`src/rtl/lrf_aer_pkg.sv`:
```
// Shared AER definitions: event type codes, encoder state encoding and the
// address-width helpers used by the spike encoder and its handshake block.
package lrf_aer_pkg;

    localparam logic [1:0] AER_TYPE_SPIKE  = 2'b00;
    localparam logic [1:0] AER_TYPE_TS_END = 2'b01;

    localparam logic [2:0] ST_IDLE   = 3'd0;
    localparam logic [2:0] ST_SCAN   = 3'd1;
    localparam logic [2:0] ST_SETUP  = 3'd2;
    localparam logic [2:0] ST_REQ_HI = 3'd3;
    localparam logic [2:0] ST_REQ_LO = 3'd4;
    localparam logic [2:0] ST_TS_END = 3'd5;

    typedef enum logic [2:0] {
        S_IDLE   = ST_IDLE,
        S_SCAN   = ST_SCAN,
        S_SETUP  = ST_SETUP,
        S_REQ_HI = ST_REQ_HI,
        S_REQ_LO = ST_REQ_LO,
        S_TS_END = ST_TS_END
    } aer_state_e;

    function automatic int clog2_min1(input int n);
        return (n <= 1) ? 1 : $clog2(n);
    endfunction

    function automatic int ceil_div(input int a, input int b);
        return (a + b - 1) / b;
    endfunction

    // Pixel field is the concatenation of per-dimension index widths.
    function automatic int aer_pix_w(input int c, input int h, input int w);
        return $clog2(c) + $clog2(h) + $clog2(w);
    endfunction

    function automatic int aer_addr_w(input int c, input int h, input int w);
        return 2 + aer_pix_w(c, h, w);
    endfunction

endpackage

```
`src/rtl/aer_tx_hs.sv`:
```
// Four-phase AER transmit handshake: ACK synchronizer, REQ register and the
// SETUP / REQ_HI / REQ_LO advance conditions reported back to the encoder.
module aer_tx_hs
    import lrf_aer_pkg::*;
(
    input  logic       clk,
    input  logic       rst,
    input  logic       i_ack,
    input  aer_state_e i_state,
    output logic       o_req,
    output logic       o_setup_go,
    output logic       o_hi_done,
    output logic       o_lo_done
);

    logic r_ack_meta;
    logic r_ack_sync;
    logic r_req;

    always_ff @(posedge clk or posedge rst) begin
        if (rst) begin
            r_ack_meta <= 1'b0;
            r_ack_sync <= 1'b0;
        end else begin
            r_ack_meta <= i_ack;
            r_ack_sync <= r_ack_meta;
        end
    end

    // SETUP only launches once the previous ACK has been seen low.
    assign o_setup_go = (i_state == S_SETUP)  && !r_ack_sync;
    assign o_hi_done  = (i_state == S_REQ_HI) &&  r_ack_sync;
    assign o_lo_done  = (i_state == S_REQ_LO) && !r_ack_sync;

    always_ff @(posedge clk or posedge rst) begin
        if (rst) begin
            r_req <= 1'b0;
        end else if (o_setup_go) begin
            r_req <= 1'b1;
        end else if (o_hi_done) begin
            r_req <= 1'b0;
        end
    end

    assign o_req = r_req;

endmodule

```
`src/rtl/aer_spike_encoder.sv`:
```
// Spike bitmap to AER event encoder: scans each accepted word lowest bit first
// and emits one event per spike, plus an end marker after every time step.
//
// state   | meaning
// IDLE    | ready for next spike word
// SCAN    | pick lowest set bit of latched word
// SETUP   | address driven, waiting one cycle and for ACK low
// REQ_HI  | REQ high, waiting for ACK
// REQ_LO  | REQ low, waiting for ACK release
// TS_END  | load end-of-time-step marker
module aer_spike_encoder
    import lrf_aer_pkg::*;
#(
    parameter int FM_W      = 16,
    parameter int FM_H      = 16,
    parameter int FM_C      = 3,
    parameter int WORD_W    = 16,
    parameter int TIME_STEP = 8,
    localparam int AW       = aer_addr_w(FM_C, FM_H, FM_W),
    localparam int TS_W     = clog2_min1(TIME_STEP)
) (
    input  logic              clk,
    input  logic              rst,
    input  logic [WORD_W-1:0] SPK_WORD,
    input  logic              SPK_VALID,
    output logic              SPK_READY,
    output logic              AER_REQ,
    output logic [AW-1:0]     AER_ADDR,
    input  logic              AER_ACK,
    output logic [TS_W-1:0]   TS_CNT,
    output logic              SAMPLE_DONE,
    output logic              BUSY
);

    localparam int PW      = AW - 2;
    localparam int N_PIX   = FM_C * FM_H * FM_W;
    localparam int N_WORDS = ceil_div(N_PIX, WORD_W);
    localparam int WC_W    = clog2_min1(N_WORDS + 1);
    localparam int BIT_W   = clog2_min1(WORD_W);

    localparam logic [WC_W-1:0] WC_LAST = WC_W'(N_WORDS);
    localparam logic [TS_W-1:0] TS_LAST = TS_W'(TIME_STEP - 1);

    aer_state_e        r_state;
    logic [WORD_W-1:0] r_word;
    logic [WC_W-1:0]   r_word_cnt;
    logic [31:0]       r_base;
    logic [AW-1:0]     r_addr;
    logic              r_marker;
    logic [TS_W-1:0]   r_ts_cnt;
    logic              r_sample_done;

    logic              w_bit_found;
    logic [BIT_W-1:0]  w_bit_idx;
    logic [31:0]       w_pix;
    logic              w_pix_ok;
    logic              w_take;
    logic              w_req;
    logic              w_setup_go;
    logic              w_hi_done;
    logic              w_lo_done;

    // Descending scan so the last hit is the lowest set bit.
    always_comb begin
        w_bit_found = 1'b0;
        w_bit_idx   = '0;
        for (int b = WORD_W - 1; b >= 0; b--) begin
            if (r_word[b]) begin
                w_bit_found = 1'b1;
                w_bit_idx   = BIT_W'(b);
            end
        end
    end

    assign w_pix    = r_base + 32'(w_bit_idx);
    assign w_pix_ok = w_pix < 32'(N_PIX);
    assign w_take   = SPK_VALID && SPK_READY;

    always_ff @(posedge clk or posedge rst) begin
        if (rst) begin
            r_state       <= S_IDLE;
            r_word        <= '0;
            r_word_cnt    <= '0;
            r_base        <= '0;
            r_addr        <= '0;
            r_marker      <= 1'b0;
            r_ts_cnt      <= '0;
            r_sample_done <= 1'b0;
        end else begin
            r_sample_done <= 1'b0;
            case (r_state)
                S_IDLE: begin
                    if (w_take) begin
                        r_word     <= SPK_WORD;
                        r_base     <= 32'(r_word_cnt) * 32'(WORD_W);
                        r_word_cnt <= r_word_cnt + WC_W'(1);
                        r_state    <= S_SCAN;
                    end
                end
                S_SCAN: begin
                    if (w_bit_found) begin
                        r_word <= r_word & (r_word - WORD_W'(1));
                        // Padding bits past the last pixel are dropped silently.
                        if (w_pix_ok) begin
                            r_addr  <= {AER_TYPE_SPIKE, w_pix[PW-1:0]};
                            r_state <= S_SETUP;
                        end
                    end else if (r_word_cnt == WC_LAST) begin
                        r_word_cnt <= '0;
                        r_state    <= S_TS_END;
                    end else begin
                        r_state <= S_IDLE;
                    end
                end
                S_TS_END: begin
                    r_addr   <= {AER_TYPE_TS_END, {PW{1'b1}}};
                    r_marker <= 1'b1;
                    r_state  <= S_SETUP;
                end
                S_SETUP: begin
                    if (w_setup_go) begin
                        r_state <= S_REQ_HI;
                    end
                end
                S_REQ_HI: begin
                    if (w_hi_done) begin
                        r_state <= S_REQ_LO;
                    end
                end
                S_REQ_LO: begin
                    if (w_lo_done) begin
                        if (r_marker) begin
                            r_marker <= 1'b0;
                            r_state  <= S_IDLE;
                            if (r_ts_cnt == TS_LAST) begin
                                r_ts_cnt      <= '0;
                                r_sample_done <= 1'b1;
                            end else begin
                                r_ts_cnt <= r_ts_cnt + TS_W'(1);
                            end
                        end else begin
                            r_state <= S_SCAN;
                        end
                    end
                end
                default: r_state <= S_IDLE;
            endcase
        end
    end

    aer_tx_hs u_tx_hs (
        .clk        (clk),
        .rst        (rst),
        .i_ack      (AER_ACK),
        .i_state    (r_state),
        .o_req      (w_req),
        .o_setup_go (w_setup_go),
        .o_hi_done  (w_hi_done),
        .o_lo_done  (w_lo_done)
    );

    assign SPK_READY   = (r_state == S_IDLE) && !rst;
    assign AER_REQ     = w_req;
    assign AER_ADDR    = r_addr;
    assign TS_CNT      = r_ts_cnt;
    assign SAMPLE_DONE = r_sample_done;
    assign BUSY        = (r_state != S_IDLE);

endmodule

```
`config.mk`:
```
export PLATFORM = sky130hd
export DESIGN_NAME = aer_spike_encoder
export DESIGN_NICKNAME = d
export VERILOG_FILES = /design/src/rtl/lrf_aer_pkg.sv /design/src/rtl/aer_tx_hs.sv /design/src/rtl/aer_spike_encoder.sv
export SDC_FILE = /design/constraint.sdc
export NUM_CORES = 1
export LEC_CHECK = 0
export ABC_AREA = 1
export CAP_MARGIN = 20
export CORE_ASPECT_RATIO = 0.7
export CORE_MARGIN = 8
export CORE_UTILIZATION = 57
export CTS_CLUSTER_DIAMETER = 40
export DETAILED_ROUTE_END_ITERATION = 8
export GPL_ROUTABILITY_DRIVEN = 0
export HOLD_SLACK_MARGIN = 0.03
export PLACE_DENSITY = 0.91
export SLEW_MARGIN = 5
export SYNTH_ARGS = -nofsm -noshare
export SYNTH_HDL_FRONTEND = slang
export SYNTH_SLANG_ARGS = --single-unit
```
`constraint.sdc`:
```
create_clock -name clk -period 4.4 [get_ports clk]
set_input_delay 0.88 -clock clk [delete_from_list [all_inputs] [get_ports clk]]
set_output_delay 0.88 -clock clk [all_outputs]
set_load 0.005 [all_outputs]
```
* Word-level counts from Yosys, hierarchy flattened *
Cells that the tools add are included.

storage, ports and cells
  flip-flop bits (word level) = 51
  bits of input ports = 20
  output and inout port bits = 19

cells by class
  add/subtract/negate cells = 4
  magnitude comparators = 1
  eq/ne operators = 16
  muxes and demuxes = 60
  bitwise gates (word level) = 1
  reductions and logical operators = 20

operators with widths
  kind                   count
  $mux 4                 16
  $mux 16                2
  $pmux 16 s2            1
  $mux 1                 24
  $mux 12                2
  $mux 3                 8
  $pmux 12 s2            1
  $mux 6                 3
  $pmux 3 s6             1
  $and 16x16->16         1
  $sub 16x1->16 const B  1
  $pmux 6 s2             1
  $add 10x4->11          1
  $lt 11x10->1 const B   1
  $ne 2x2->1 const B     5
  $eq 3x3->1 const B     3
  $reduce_and 3->1       3
  $reduce_bool 2->1      4
  $add 6x1->6 const B    1
  $eq 3x2->1 const B     2
  $eq 6x6->1 const B     1
  $ne 2x1->1 const B     3
  $logic_and 1x1->1      5
  $reduce_and 5->1       1
  other kinds (9)        11

* Depth between registers and ports, before layout *
  depth in word-level cells = 21
  mapped depth = 17
  depth with buffers taken out = 17

* Cells and area by module *
From an unflattened synthesis, not the netlist that was laid out.

second synthesis, totals
  cell total of the unflattened synthesis = 308
  area total of the unflattened synthesis = 2605.0 um^2

by module, submodules not included
  module             instances  cells each  area an instance (um^2)  sequential area each (um^2)
  aer_spike_encoder  1          290         2468.6                   1176.1
  aer_tx_hs          1          18          136.4                    75.1

* Least setup slack after synthesis *
OpenSTA, ideal clock, no wires.

  path kind = input to register
  from = input port SPK_VALID
  to = register r_word[12]
  setup time = 0.121 ns
  data arrival time = 1.902 ns
  setup slack = 2.377 ns
  stages on the path = 10
  path buffers = 0
  path through = inv_1 nor3_4 nor2_1 a21oi_4 nand2_2 inv_2 nand2_1 nand2_1 o21ai_1 a22o_1

between the ends
  longest elaborated chain between the ends = 3

ends and longest elaborated chain
  item                               line                      RTL
  start: declaration                 aer_spike_encoder.sv:25   input logic SPK_VALID,
  $logic_and 1x1->1                  aer_spike_encoder.sv:77   assign w_take = SPK_VALID && SPK_READY;
  $ne 2x2->1 (no source line)        --
  $reduce_and 3->1 (no source line)  --
  end signal: assignment             aer_spike_encoder.sv:102  r_word <= r_word & (r_word - WORD_W'(1));
  end: declaration                   aer_spike_encoder.sv:45   logic [WORD_W-1:0] r_word;

No other way between the ends.
A chain may end at the register's enable or synchronous reset.

* Worst setup path after layout *
  from = input port rst
  to = output port SPK_READY

between the ends
  longest elaborated chain between the ends = 2

ends and longest elaborated chain
  item                              line                      RTL
  start: declaration                aer_spike_encoder.sv:23   input logic rst,
  $logic_not 1->1 (no source line)  --
  $logic_and 1x1->1                 aer_spike_encoder.sv:162  assign SPK_READY = (r_state == S_IDLE) && !rst;
  end: declaration                  aer_spike_encoder.sv:26   output logic SPK_READY,

No other way between the ends.

==> results.yml <==
setup_path:
  worst_path_largest_cell_delay_ps: 510
  path_cells: "clkdlybuf4s50_1, nor2_1, clkdlybuf4s50_1"
  endpoint_kind: "output pin"
  slowest_stage: "clkdlybuf4s50_1"
  cpMostUsedCell: "clkdlybuf4s50_1"
  crit_required_ps: 3520
  critPathLaunchType: "input pin"
  crit_path_max_fanout: 3
  crit_type: "input pin to output pin"
  cp_data_arrival_time_ps: 2020
finish:
  syn_to_final_growth_pct: 22.5
  final_net_count: 360
  n_antenna_cell: 0
  final_cell_mix: "68 x nand2_1, 50 x dfrtp_1, 45 x inv_1"
  drive_above_1_share_pct: 7.42
  layout.cells.most_common: "nand2_1"
placement:
  hpwl_um: 4060
  io_buffer_count: 37
synthesis:
  async_reset_ff_share_pct: 100
  synth_seq_area_share_pct: 51.0
  synth_ff_type: "dfrtp_1"
  syn_inst: 296
  ys_ff_latch: 50
  synth_area_um2: 2450
  synth_warnings: 0
  synth.distinct_cells: 35
  synth_fp_nets: 320
  syn_avg_cell_area_um2: 8.28
  synth-edff-count: 0
pwr:
  power.share.combinational_pct: 51.7
  clockPowerShare_pct: 14.2
  p_leak_nw: 1.46
  switching_power_mw: 1.02
  p_int_mw: 1.29
  ir_worst_vdd_uv: 370
  p_sw_share_pct: 44.3
  seqPwrFrac_pct: 34.1
  p_total_mw: 2.31
  power.density_nw_per_um2: 768
timing:
  finalCritPeriodShare_pct: 65.9
  fin_skew_ps: 12.1
  rsz0062_at_grt: "no"
  fin_setup_tns_ps: 0
  drv_slew: 0
  fin_crit_ps: 2900
  max_freq_mhz: 345
  max-slew-margin-rel_pct: 61.1
  hold_viol: 0
  setup_viol: 0
  worstMarginPinSlew_ps: 582
clock_tree:
  cts_resized: 0
  htreeDepth: 2
  clkTransAtPathRegs_ps: 90
  clockRootBuffer: "clkbuf_8"
  cts_made_buffers: 5
  clk_latency_ps: 310
  clock_sinks: 50
  hold_buffers: 0
  cts_tree: "built"
  post_cts_buffers: 0
  clock_path_buffers: 2
route:
  drc: 0
  first_iter_violations: 126
  num_vias: 2050
  vias_per_cell: 5.23
  totalWireLength_um: 5640
  antenna_left: 0
  drt-wirelength-per-cell_um: 14.4
  dr.pass1.iters: 5
global_route:
  grt_pass1_vias: 1971
  grt_use_total_pct: 17.9
  grt_pass1_wl_um: 9420
  overflow: 0
  grt_max_degree: 51
  antenna_found_initial: 0
floorplan:
  die-height_um: 70.9
  dieArea_um2: 6690
  io_pins: 39
  row_count: 20
  fp.dieW_um: 94.4
  initial_core_util_pct: 58.0
  core_um2: 4230
run:
  maxCapViolations: 0
run_status:
  run_status: "completed"
worst_hold_path:
  min_path_type: "flip-flop to flip-flop"
-- power groups by stage --
stage / sequential [mW] / combinational (mW) / clock, mW
after floorplan: 0.768 / 0.813 / 0
after global placement: 0.783 / 1.13 / 0
after detailed placement: 0.788 / 1.17 / 0
after CTS: 0.785 / 1.19 / 0.331
after global routing: 0.810 / 1.36 / 0.349
final: 0.786 / 1.19 / 0.328
-- registers in the layout, summed over array words and instances (netlist names), 3 cells and up --
register and count:
AER_ADDR 11, r_word_cnt 6, r_word 16, r_base 6
TS_CNT 3, r_state 3
-- worst max-delay path: cells and delay by family --
kind                   cells  cell delay (ps)
and+or+nand+nor            1              150
buffers and inverters      2              990
-- cells by family after synthesis --
kind of cell,share of synthesized area (%)
simple gates,21.0
compound gates,16.6
buf+inv,8.52
flops,51.0
fa+ha+maj,2.04
xor+xnor,0.714
other cells,0.153
-- synthesized netlist by cell type, types with 3 or more instances --
| cell | number | area share (%) |
|---|---|---|
| clkbuf_1 | 3 | 0.46 |
| dfrtp_1 | 50 | 51 |
| ha_1 | 4 | 2.0 |
| nand3_1 | 5 | 1.0 |
| a21oi_1 | 16 | 3.3 |
| o21ai_1 | 4 | 0.82 |
| inv_1 | 46 | 7.0 |
| nor2_1 | 29 | 4.4 |
| nor3_1 | 3 | 0.61 |
| a22o_1 | 5 | 1.8 |
| nand2_1 | 68 | 10 |
| o22a_1 | 3 | 1.1 |
| o21ai_0 | 30 | 6.1 |
| nor2_2 | 4 | 1.0 |
-- layout make-up --
type	count	area, um^2
Tap cell	55	68.8
Clock buffer	5	68.8
Fill cell	309	1220
Clock inverter	3	45.0
Inverter	48	180
Multi-Input combinational cell	192	992
Sequential cell	50	1250
Timing Repair Buffer	39	398
-- stage by stage --
step	hold WS (ps)	cells	setup slack [ps]	utilization (%)	cell area (um^2)
floorplan	331	296	2320	-	2450
global placement	334	383	1520	67.9	2870
detailed placement	336	383	1450	67.9	2870
CTS	358	391	1500	70.6	2980
global route	367	392	1420	71.0	3000
finish	357	392	1500	71.0	3000
-- routing by layer --
| layer | part of all wire (%) | global-route usage (%) |
|---|---|---|
| met2 | 45 | 26.3 |
| met4 | 1.5 | 6.30 |
| met1 | 47 | 24.5 |
| met5 | 0 | 0 |
| met3 | 7.0 | 4.97 |
-- worst paths after layout --
path                                    startpoint                  to  slack, ps  cells past startpoint
worst max-delay path                           rst           SPK_READY       1500                      3
worst min-delay path            u_tx_hs.r_ack_meta  u_tx_hs.r_ack_sync        360                      0
worst max register to register          r_state[0]         AER_ADDR[1]       1740                     10
worst min register to register  u_tx_hs.r_ack_meta  u_tx_hs.r_ack_sync        360                      0
max in group asynchronous                      rst         AER_ADDR[7]       2870                      3
min in group asynchronous                      rst       u_tx_hs.o_req       1020                      2
No activity file was read; power rests on OpenSTA's default activity.
